--- config.mk ---
export PLATFORM = sky130hd
export DESIGN_NAME = prng_multi_flat
export DESIGN_NICKNAME = d
export VERILOG_FILES = /design/src/rtl/prng_pkg.sv /design/src/rtl/prng_multi_if.sv /design/src/rtl/prng_lfsr_chan.sv /design/src/rtl/prng_multi.sv /design/src/flat_wrapper.sv
export SDC_FILE = /design/constraint.sdc
export NUM_CORES = 1
export LEC_CHECK = 0
export ABC_AREA = 1
export ABC_CLOCK_PERIOD_IN_PS = 1790
export CAP_MARGIN = 20
export CELL_PAD_IN_SITES_DETAIL_PLACEMENT = 0
export CELL_PAD_IN_SITES_GLOBAL_PLACEMENT = 1
export CORE_MARGIN = 4
export CORE_UTILIZATION = 27
export CTS_CLUSTER_SIZE = 16
export DETAILED_ROUTE_END_ITERATION = 10
export GPL_ROUTABILITY_DRIVEN = 0
export PLACE_DENSITY = 0.59
export REMOVE_ABC_BUFFERS = 1
export SLEW_MARGIN = 15
export SYNTH_ARGS = -nofsm -noshare
export SYNTH_HDL_FRONTEND = slang
export SYNTH_SLANG_ARGS = --single-unit
--- constraint.sdc ---
create_clock -name clk -period 1.79 [get_ports clk]
set_input_delay 0.179 -clock clk [delete_from_list [all_inputs] [get_ports clk]]
set_output_delay 0.179 -clock clk [all_outputs]
set_load 0.03 [all_outputs]
--- src/rtl/prng_pkg.sv ---
// prng_pkg: shared defaults, action encoding and width-agnostic LFSR helpers for prng_multi.
package prng_pkg;
    localparam int MAX_W = 64;
    localparam logic [15:0] DEFAULT_TAPS = 16'hB400;
    localparam logic [31:0] DEFAULT_FILLS = {16'hBEEF, 16'hDEAD};
    typedef logic [MAX_W-1:0] lfsr_t;
    typedef enum logic [1:0] {ACT_HOLD, ACT_STEP, ACT_RERUN, ACT_LOAD} act_e;
    // Operands are zero-extended to MAX_W so one function serves every LFSR width.
    function automatic lfsr_t lfsr_next(lfsr_t state, lfsr_t taps);
        return state[0] ? (state >> 1) ^ taps : state >> 1;
    endfunction
    function automatic lfsr_t lfsr_fix_zero(lfsr_t seed, lfsr_t fallback);
        return seed == '0 ? fallback : seed;
    endfunction
endpackage

--- src/rtl/prng_multi_if.sv ---
// prng_multi_if: game-FSM controls and symbol outputs of prng_multi.
// seed_load/seed_in exist only when PRNG_SEED_LOAD_EN is defined.
interface prng_multi_if #(
    parameter int CHANNELS = 2,
    parameter int LOOKAHEAD = 3,
    parameter int POS_W = 8
`ifdef PRNG_SEED_LOAD_EN
    , parameter int LFSR_W = 16
`endif
);
    logic step;
    logic rerun;
    logic randomize;
    logic [CHANNELS-1:0] random;
    logic [LOOKAHEAD*CHANNELS-1:0] next_random;
    logic [POS_W-1:0] position;
`ifdef PRNG_SEED_LOAD_EN
    logic seed_load;
    logic [CHANNELS*LFSR_W-1:0] seed_in;
    modport master(output step, rerun, randomize, seed_load, seed_in, input random, next_random, position);
    modport slave(input step, rerun, randomize, seed_load, seed_in, output random, next_random, position);
`else
    modport master(output step, rerun, randomize, input random, next_random, position);
    modport slave(input step, rerun, randomize, output random, next_random, position);
`endif
endinterface

--- src/rtl/prng_lfsr_chan.sv ---
// prng_lfsr_chan: one Galois LFSR channel with a saved start state and combinational lookahead.
module prng_lfsr_chan import prng_pkg::*; #(
    parameter int LFSR_W = 16,
    parameter logic [LFSR_W-1:0] TAPS = DEFAULT_TAPS,
    parameter logic [LFSR_W-1:0] FILL = DEFAULT_FILLS[15:0],
    parameter int LOOKAHEAD = 3
) (
    input  logic clk,
    input  logic reset,
    input  act_e act,
    input  logic [LFSR_W-1:0] seed,
    output logic lsb,
    output logic [LOOKAHEAD-1:0] look
);
    logic [LFSR_W-1:0] state_q, state_d, start_q, start_d, la;

    function automatic logic [LFSR_W-1:0] nxt(logic [LFSR_W-1:0] s);
        return LFSR_W'(lfsr_next(lfsr_t'(s), lfsr_t'(TAPS)));
    endfunction

    always_comb begin
        state_d = act == ACT_LOAD ? seed : act == ACT_RERUN ? start_q : act == ACT_STEP ? nxt(state_q) : state_q;
        start_d = act == ACT_LOAD ? seed : start_q;
    end

    always_ff @(posedge clk or negedge reset) begin
        if (!reset) begin
            state_q <= FILL;
            start_q <= FILL;
        end else begin
            state_q <= state_d;
            start_q <= start_d;
        end
    end

    always_comb begin
        la = state_q;
        look = '0;
        for (int k = 0; k < LOOKAHEAD; k++) begin
            la = nxt(la);
            look[k] = la[0];
        end
    end

    assign lsb = state_q[0];
endmodule

--- src/rtl/prng_multi.sv ---
// prng_multi: multi-channel Galois LFSR symbol generator with replay, lookahead, entropy reseed and position count.
// Define PRNG_SEED_LOAD_EN to add the top-priority seed_load/seed_in direct seeding ports.
module prng_multi import prng_pkg::*; #(
    parameter int CHANNELS = 2,
    parameter int LFSR_W = 16,
    parameter logic [LFSR_W-1:0] TAPS = DEFAULT_TAPS,
    parameter logic [CHANNELS*LFSR_W-1:0] FILLS = DEFAULT_FILLS,
    parameter int LOOKAHEAD = 3,
    parameter int POS_W = 8
) (
    input logic clk,
    input logic reset,
    prng_multi_if.slave bus
);
    logic [LFSR_W-1:0] entropy_q, entropy_d;
    logic [POS_W-1:0] position_q, position_d;
    logic ext_load;
    logic [CHANNELS*LFSR_W-1:0] ext_seed;
    act_e act;
    logic [CHANNELS-1:0] lsb;
    logic [LOOKAHEAD-1:0] look [CHANNELS];

`ifdef PRNG_SEED_LOAD_EN
    assign ext_load = bus.seed_load;
    assign ext_seed = bus.seed_in;
`else
    assign ext_load = 1'b0;
    assign ext_seed = '0;
`endif

    always_comb begin
        act = ext_load || bus.randomize ? ACT_LOAD : bus.rerun ? ACT_RERUN : bus.step ? ACT_STEP : ACT_HOLD;
        entropy_d = entropy_q + 1'b1;
        position_d = act == ACT_HOLD ? position_q : act != ACT_STEP ? '0 : &position_q ? position_q : position_q + 1'b1;
    end

    always_ff @(posedge clk or negedge reset) begin
        if (!reset) begin
            entropy_q <= '0;
            position_q <= '0;
        end else begin
            entropy_q <= entropy_d;
            position_q <= position_d;
        end
    end

    for (genvar i = 0; i < CHANNELS; i++) begin : g_chan
        localparam logic [LFSR_W-1:0] FILL = LFSR_W'(lfsr_fix_zero(lfsr_t'(FILLS[i*LFSR_W +: LFSR_W]), lfsr_t'(1)));
        localparam int ROT = i * (LFSR_W / CHANNELS);
        logic [LFSR_W-1:0] mixed, seed;
        // Each channel sees the entropy rotated differently so channels do not reseed in lockstep.
        always_comb begin
            mixed = FILL ^ ((entropy_q << ROT) | (entropy_q >> (LFSR_W - ROT)));
            seed = ext_load ? LFSR_W'(lfsr_fix_zero(lfsr_t'(ext_seed[i*LFSR_W +: LFSR_W]), lfsr_t'(FILL)))
                            : LFSR_W'(lfsr_fix_zero(lfsr_t'(mixed), lfsr_t'(FILL)));
        end
        prng_lfsr_chan #(
            .LFSR_W(LFSR_W),
            .TAPS(TAPS),
            .FILL(FILL),
            .LOOKAHEAD(LOOKAHEAD)
        ) u_chan (
            .clk(clk),
            .reset(reset),
            .act(act),
            .seed(seed),
            .lsb(lsb[i]),
            .look(look[i])
        );
    end

    always_comb begin
        bus.random = lsb;
        bus.next_random = '0;
        for (int k = 0; k < LOOKAHEAD; k++)
            for (int c = 0; c < CHANNELS; c++)
                bus.next_random[k*CHANNELS+c] = look[c][k];
    end

    assign bus.position = position_q;
endmodule

--- src/flat_wrapper.sv ---
// flat-port wrapper written by rule: the top's interface ports become plain ports
module prng_multi_flat import prng_pkg::*;
#(
    parameter int CHANNELS = 2,
    parameter int LFSR_W = 16,
    parameter logic [LFSR_W-1:0] TAPS = DEFAULT_TAPS,
    parameter logic [CHANNELS*LFSR_W-1:0] FILLS = DEFAULT_FILLS,
    parameter int LOOKAHEAD = 3,
    parameter int POS_W = 8
)
  (clk, reset, bus_step, bus_rerun, bus_randomize, bus_random, bus_next_random, bus_position);
  prng_multi_if #(.CHANNELS(CHANNELS), .LOOKAHEAD(LOOKAHEAD), .POS_W(POS_W)) bus_i ();
  input logic clk;
  input logic reset;
  input wire logic [$bits(bus_i.step)-1:0] bus_step;
  input wire logic [$bits(bus_i.rerun)-1:0] bus_rerun;
  input wire logic [$bits(bus_i.randomize)-1:0] bus_randomize;
  output wire logic [$bits(bus_i.random)-1:0] bus_random;
  output wire logic [$bits(bus_i.next_random)-1:0] bus_next_random;
  output wire logic [$bits(bus_i.position)-1:0] bus_position;
  assign bus_i.step = bus_step;
  assign bus_i.rerun = bus_rerun;
  assign bus_i.randomize = bus_randomize;
  assign bus_random = bus_i.random;
  assign bus_next_random = bus_i.next_random;
  assign bus_position = bus_i.position;
  prng_multi #(.CHANNELS(CHANNELS), .LFSR_W(LFSR_W), .TAPS(TAPS), .FILLS(FILLS), .LOOKAHEAD(LOOKAHEAD), .POS_W(POS_W)) u_core (.clk(clk), .reset(reset), .bus(bus_i));
endmodule
=== Yosys cells after proc, flatten, opt, wreduce, memory -nomap -nowiden ===
Cells that the tools add are included.

* Bits in registers: 88
* Latch bits: 0
* Memory bits (writable): 0
* Memory bits (read-only): 0
* Bits of input ports: 5
* Output and inout bits: 16
* Memories kept: 0

* Add/subtract/negate cells: 2
* Multiply operators: 0
* Divide/modulo/power cells: 0
* $lt $le $gt $ge: 0
* Equal/unequal tests: 5
* Shift-type cells: 0
* Muxes and demuxes: 15
* Bitwise logic cells: 6
* Reductions and logical operators: 6

{| class="wikitable"
|+ Operators with widths
! operator !! number
|-
| two-way mux 16 bit || 10
|-
| logical NOT 16 bit || 2
|-
| adder 16 x 1 -> 16 bit (second input constant) || 1
|-
| two-way mux 8 bit || 2
|-
| bitwise OR 16 x 8 -> 16 bit || 1
|-
| inverter 13 bit || 1
|-
| inverter 11 bit || 1
|-
| adder 8 x 1 -> 8 bit (second input constant) || 1
|-
| inverter 3 -> 4 bit || 2
|-
| AND reduction 8 bit || 1
|-
| equality test 2 bit (second input constant) || 2
|-
| two-way mux 2 bit || 2
|-
| inequality test 2 x 1 -> 1 bit (second input constant) || 2
|-
| nonzero test 3 bit || 1
|-
| equality test 2 x 1 -> 1 bit (second input constant) || 1
|-
| logical NOT 2 bit || 1
|-
| AND reduction 2 bit || 1
|-
| two-way mux 1 bit || 1
|-
| inverter 1 bit || 1
|}

=== Logic depth before layout (Yosys ltp) ===
* Depth after elaboration: 7
* Depth in mapped cells: 9
* Depth with buffers taken out: 8

=== Modules after synthesis ===
From an unflattened synthesis, not the netlist that was laid out.

* Cell total of the unflattened synthesis: 615
* Area, all modules: 4,698.3 sq um

{| class="wikitable"
|+ By module, submodules not included
! module !! times used !! cells each !! area each (sq um) !! seq. area each (sq um)
|-
| prng_lfsr_chan (u_core.g_chan[1].u_chan) || 1 || 207 || 1,631.6 || 833.3
|-
| prng_lfsr_chan (u_core.g_chan[0].u_chan) || 1 || 207 || 1,626.6 || 828.3
|-
| prng_multi || 1 || 201 || 1,440.1 || 600.6
|}

=== Least setup slack after synthesis ===
No wires, ideal clock.

* Path type: reg2reg
* Start: reg u_core.position_q[0], in the netlist u_core.bus.position[0]
* End: reg u_core.position_q[7], in the netlist u_core.bus.position[7]
* Library setup time: 0.137 ns
* Data arrival time: 1.452 ns
* Required time: 1.653 ns
* Setup slack: 0.201 ns
* Stages on the path, launching flop included: 7
* Buffers on the path: 0
* Path through: dfrtp_1 -> ha_1 -> nand2_1 -> nor2_1 -> nand2_1 -> a21oi_2 -> o21ai_0

* Cells in the longest elaborated chain, start to end: 3

{| class="wikitable"
|+ RTL lines
! what !! line !! source
|-
| from (decl) || prng_multi.sv:16 || <nowiki>logic [POS_W-1:0] position_q, position_d;</nowiki>
|-
| from (signal assigned) || prng_multi.sv:43 || <nowiki>position_q <= position_d;</nowiki>
|-
| adder 8 x 1 -> 8 bit / AND reduction 8 bit (equally long branches) || prng_multi.sv:34 || <nowiki>position_d = act == ACT_HOLD ? position_q : act != ACT_STEP ? '0 : &position_q ? position_q : position_q + 1'b ...</nowiki>
|-
| two-way mux 8 bit / inequality test 2 x 1 -> 1 bit (equally long branches) || n/a ||
|-
| two-way mux 8 bit / AND reduction 2 bit (equally long branches) || n/a ||
|}

Several ways; a longest one is shown, not always the timed one. The select of a mux whose other input is x is not followed.
A chain may end at the register's enable or synchronous reset.

=== Worst setup path after layout ===
* Start: reg u_core.g_chan[1].u_chan.state_q[3]
* End: out bus_next_random[5]

* Cells in the longest elaborated chain, start to end: 1

{| class="wikitable"
|+ RTL lines
! what !! line !! source
|-
| from (decl) || prng_lfsr_chan.sv:15 || <nowiki>logic [LFSR_W-1:0] state_q, state_d, start_q, start_d, la;</nowiki>
|-
| from (signal assigned) || prng_lfsr_chan.sv:31 || <nowiki>state_q <= state_d;</nowiki>
|-
| two-way mux 16 bit || prng_pkg.sv:10 || <nowiki>return state[0] ? (state >> 1) ^ taps : state >> 1;</nowiki>
|-
| to (decl) || flat_wrapper.sv:19 || <nowiki>output wire logic [$bits(bus_i.next_random)-1:0] bus_next_random;</nowiki>
|}

Every way passes these cells.

==> results.json <==
{
  "synth_ff_type": "dfstp_2",
  "ff_latch_area_sq_um": 2260,
  "crit_end": "bus_next_random[5]",
  "placed_area_sq_um": 4920,
  "port-buffer-count": 20,
  "startpoint": "u_core.g_chan[1].u_chan.state_q[3]",
  "nNetsFinal": 581,
  "cp_max_fo": 3,
  "clockPowerShare_pct": 42.5,
  "dp_hpwl_mm": 7.97,
  "min_period_over_period_pct": 97.5,
  "via_count": 3563,
  "start_util_pct": 27.8,
  "rows": 46,
  "clkSinkCount": 88,
  "grt_pass1_vias": 3650,
  "rrSetupSlack_ns": 0.19,
  "total_power_mw": 4.70,
  "wl_mm": 11.5,
  "die_y_um": 136,
  "io_pins": 21,
  "yosys_warnings": 0,
  "net-switching-power_mw": 1.17,
  "path_depth": 1,
  "seq_area_frac_synth_pct": 50.8,
  "hold_violations": 0,
  "relSlewSlack_pct": 68.8,
  "avgRoutedWirePerCell_um": 14.5,
  "worstSetupPathType": "reg -> out",
  "reg2reg_from": "u_core.entropy_q[0]",
  "timing.final.max_slew_violations": 0,
  "cap_violations": 0,
  "cts_made_buffers": 9,
  "insertion_delay_ns": 0.35,
  "path_buf_inv": 1,
  "track_usage_pct": 13.4,
  "worstRegToRegCells": 8,
  "endpoint_kind": "primary output",
  "skew_ns": 0.00836,
  "ys_top_cells_by_area": "dfstp_2, dfrtp_1, nand2_1",
  "synth_area_sq_um": 4450,
  "die-area_sq_um": 18600,
  "share_comb_of_total_power_pct": 10.3,
  "grt_pass1_wl_mm": 19.3,
  "drt_first_pass_iters": 6,
  "ys_seq_elements": 88,
  "synth_cell_types": 29,
  "arrival_ns": 1.57,
  "pwr-share-seq_pct": 47.2,
  "path_clk_slew_ns": 0.07,
  "dieWidth_um": 136,
  "cts_max_path_buffers": 2,
  "hold_path_class": "in -> async",
  "antenna_cells": 0,
  "powerDensity_nw_per_um2": 894,
  "swShare_pct": 24.9,
  "synthTopCellsByCount": "nand2_1, a21oi_1, nor2_1",
  "synth-async-reset-ratio_pct": 100,
  "cpMaxStageDelayCell": "clkdlybuf4s50_1",
  "p_leak_nw": 2.46,
  "multi_input_area_sq_um": 1750,
  "cp-start-kind": "flop",
  "core_sq_um": 16000,
  "rsz0062_at_grt": "false",
  "drt_iter0_markers": 191,
  "fin_setup_tns_ns": 0,
  "grt_max_degree": 36,
  "ir_drop_mv": 0.466,
  "r2r-end": "u_core.g_chan[1].u_chan.state_q[15]",
  "cts_tree": "yes",
  "ant_nets": 0,
  "crit_required_ns": 1.61,
  "slowest_delay_ns": 0.67,
  "path_cells": "clkdlybuf4s50_1",
  "fmax_mhz": 573,
  "layout-drive-gt1-share_pct": 19.4,
  "vias_per_cell": 4.49,
  "synth_edf_count": 0,
  "synth.top_cell.area_share_pct": 28.3,
  "setup_viol": 0,
  "tightest_slew_ns": 0.467,
  "antenna_found_initial": 0,
  "finalCriticalPeriod_ns": 1.75,
  "htree_levels": 3,
  "post-cts-setup-buffer-count": 0,
  "area_delta_synth_final_pct": 18.3,
  "fill_cells": 1752,
  "final_area_sq_um": 5260,
  "synth_cells": 546,
  "synthMostInstantiatedCell": "nand2_1",
  "internal-power_mw": 3.53,
  "grt.overflow.total": 0,
  "crit_family": "buffers and inverters",
  "cts-root-buf": "clkbuf_16",
  "synth_top_area_cell": "dfstp_2",
  "drc": 0,
  "syn_avg_cell_area_sq_um": 8.15,
  "status": "completed"
}
==> how the worst min path moves through the flow <==
stage / slack (ns) / to / cells after the start / startpoint
final: 0.35 / u_core.g_chan[1].u_chan.start_q[14] / 2 / reset
after global routing: 0.39 / u_core.g_chan[1].u_chan.state_q[3] / 4 / bus_randomize
after CTS: 0.36 / u_core.g_chan[1].u_chan.start_q[14] / 2 / reset
after detailed placement: 0.18 / u_core.g_chan[1].u_chan.start_q[14] / 1 / reset
after global placement: 0.17 / u_core.g_chan[1].u_chan.state_q[14] / 1 / reset
after floorplan: -0.12 / u_core.bus.position[0] / 0 / reset
==> flip-flops by register name, summed over array words and instances, names as in the netlist <==
name / cells
u_core.g_chan.u_chan.start_q: 32
u_core.bus.position: 8
u_core.g_chan.u_chan.state_q: 32
u_core.entropy_q: 16
==> metrics by stage <==
step           setup slack [ns]  utilization [%]  hold WS (ns)  std cells
6_report                 0.0445             32.9         0.351        793
5_1_grt                 0.00144             32.9         0.385        793
4_1_cts                 0.00925             32.8         0.360        793
3_5_place_dp              0.102             30.7         0.176        776
3_3_place_gp              0.120             30.7         0.175        776
2_1_floorplan            -0.276                -        -0.117        515
==> power groups by stage <==
stage	clock network (mW)	registers (mW)	logic [mW]
CTS	2.07	2.22	0.494
global placement	0	2.25	0.488
floorplan	0	2.28	0.219
finish	2.00	2.22	0.483
detailed placement	0	2.25	0.490
global route	2.17	2.23	0.552
==> cell type report <==
cell class	instances	area share, %
clock buffers	12	5.07
clock inverters	4	0.975
inverters	58	4.14
multi-input cells	369	33.3
flip-flops and latches	88	43.0
well taps	216	5.14
repair buffers	46	8.37
==> placed cells by master (no fill, tap or decap), types with 2 or more instances in the layout <==
master / count
nand2_1: 139
a21oi_1: 59
nor2_1: 54
inv_1: 52
o21ai_0: 51
dfstp_2: 48
dfrtp_1: 39
buf_4: 23
nand3_1: 15
xor2_1: 13
clkdlybuf4s50_1: 13
clkbuf_16: 9
inv_2: 5
a31oi_1: 5
dlymetal6s2s_1: 5
nor2_2: 4
nand2_2: 4
nor3_1: 4
xnor2_1: 4
ha_1: 4
nand4_1: 3
or2_2: 3
clkbuf_8: 3
buf_12: 3
nor2_4: 2
a22oi_1: 2
==> kinds of logic after synthesis <==
logic type      Yosys count  share of synthesized area [%]
xor+xnor                 17                           3.35
fa+ha+maj                 4                           1.12
compound gates          120                           14.0
simple gates            228                           20.9
flops                    88                           50.8
buf+inv                  89                           9.79
==> layer usage <==
metal / track usage, % / up-vias / share of wire [%]
met1: 18.6 / 1708 / 50
met4: 4.26 / 0 / 2.2
li1: - / 1783 / -
met3: 4.15 / 17 / 3.9
met2: 20.1 / 55 / 44
met5: 0 / - / 0
==> timing repair <==
action / in CTS / in global routing
gates resized for setup: 0 / 6
setup endpoints to repair: 0 / 10
hold endpoints to repair: 14 / 0
hold buffers: 1 / 0
(Power assumes the default switching activity.)
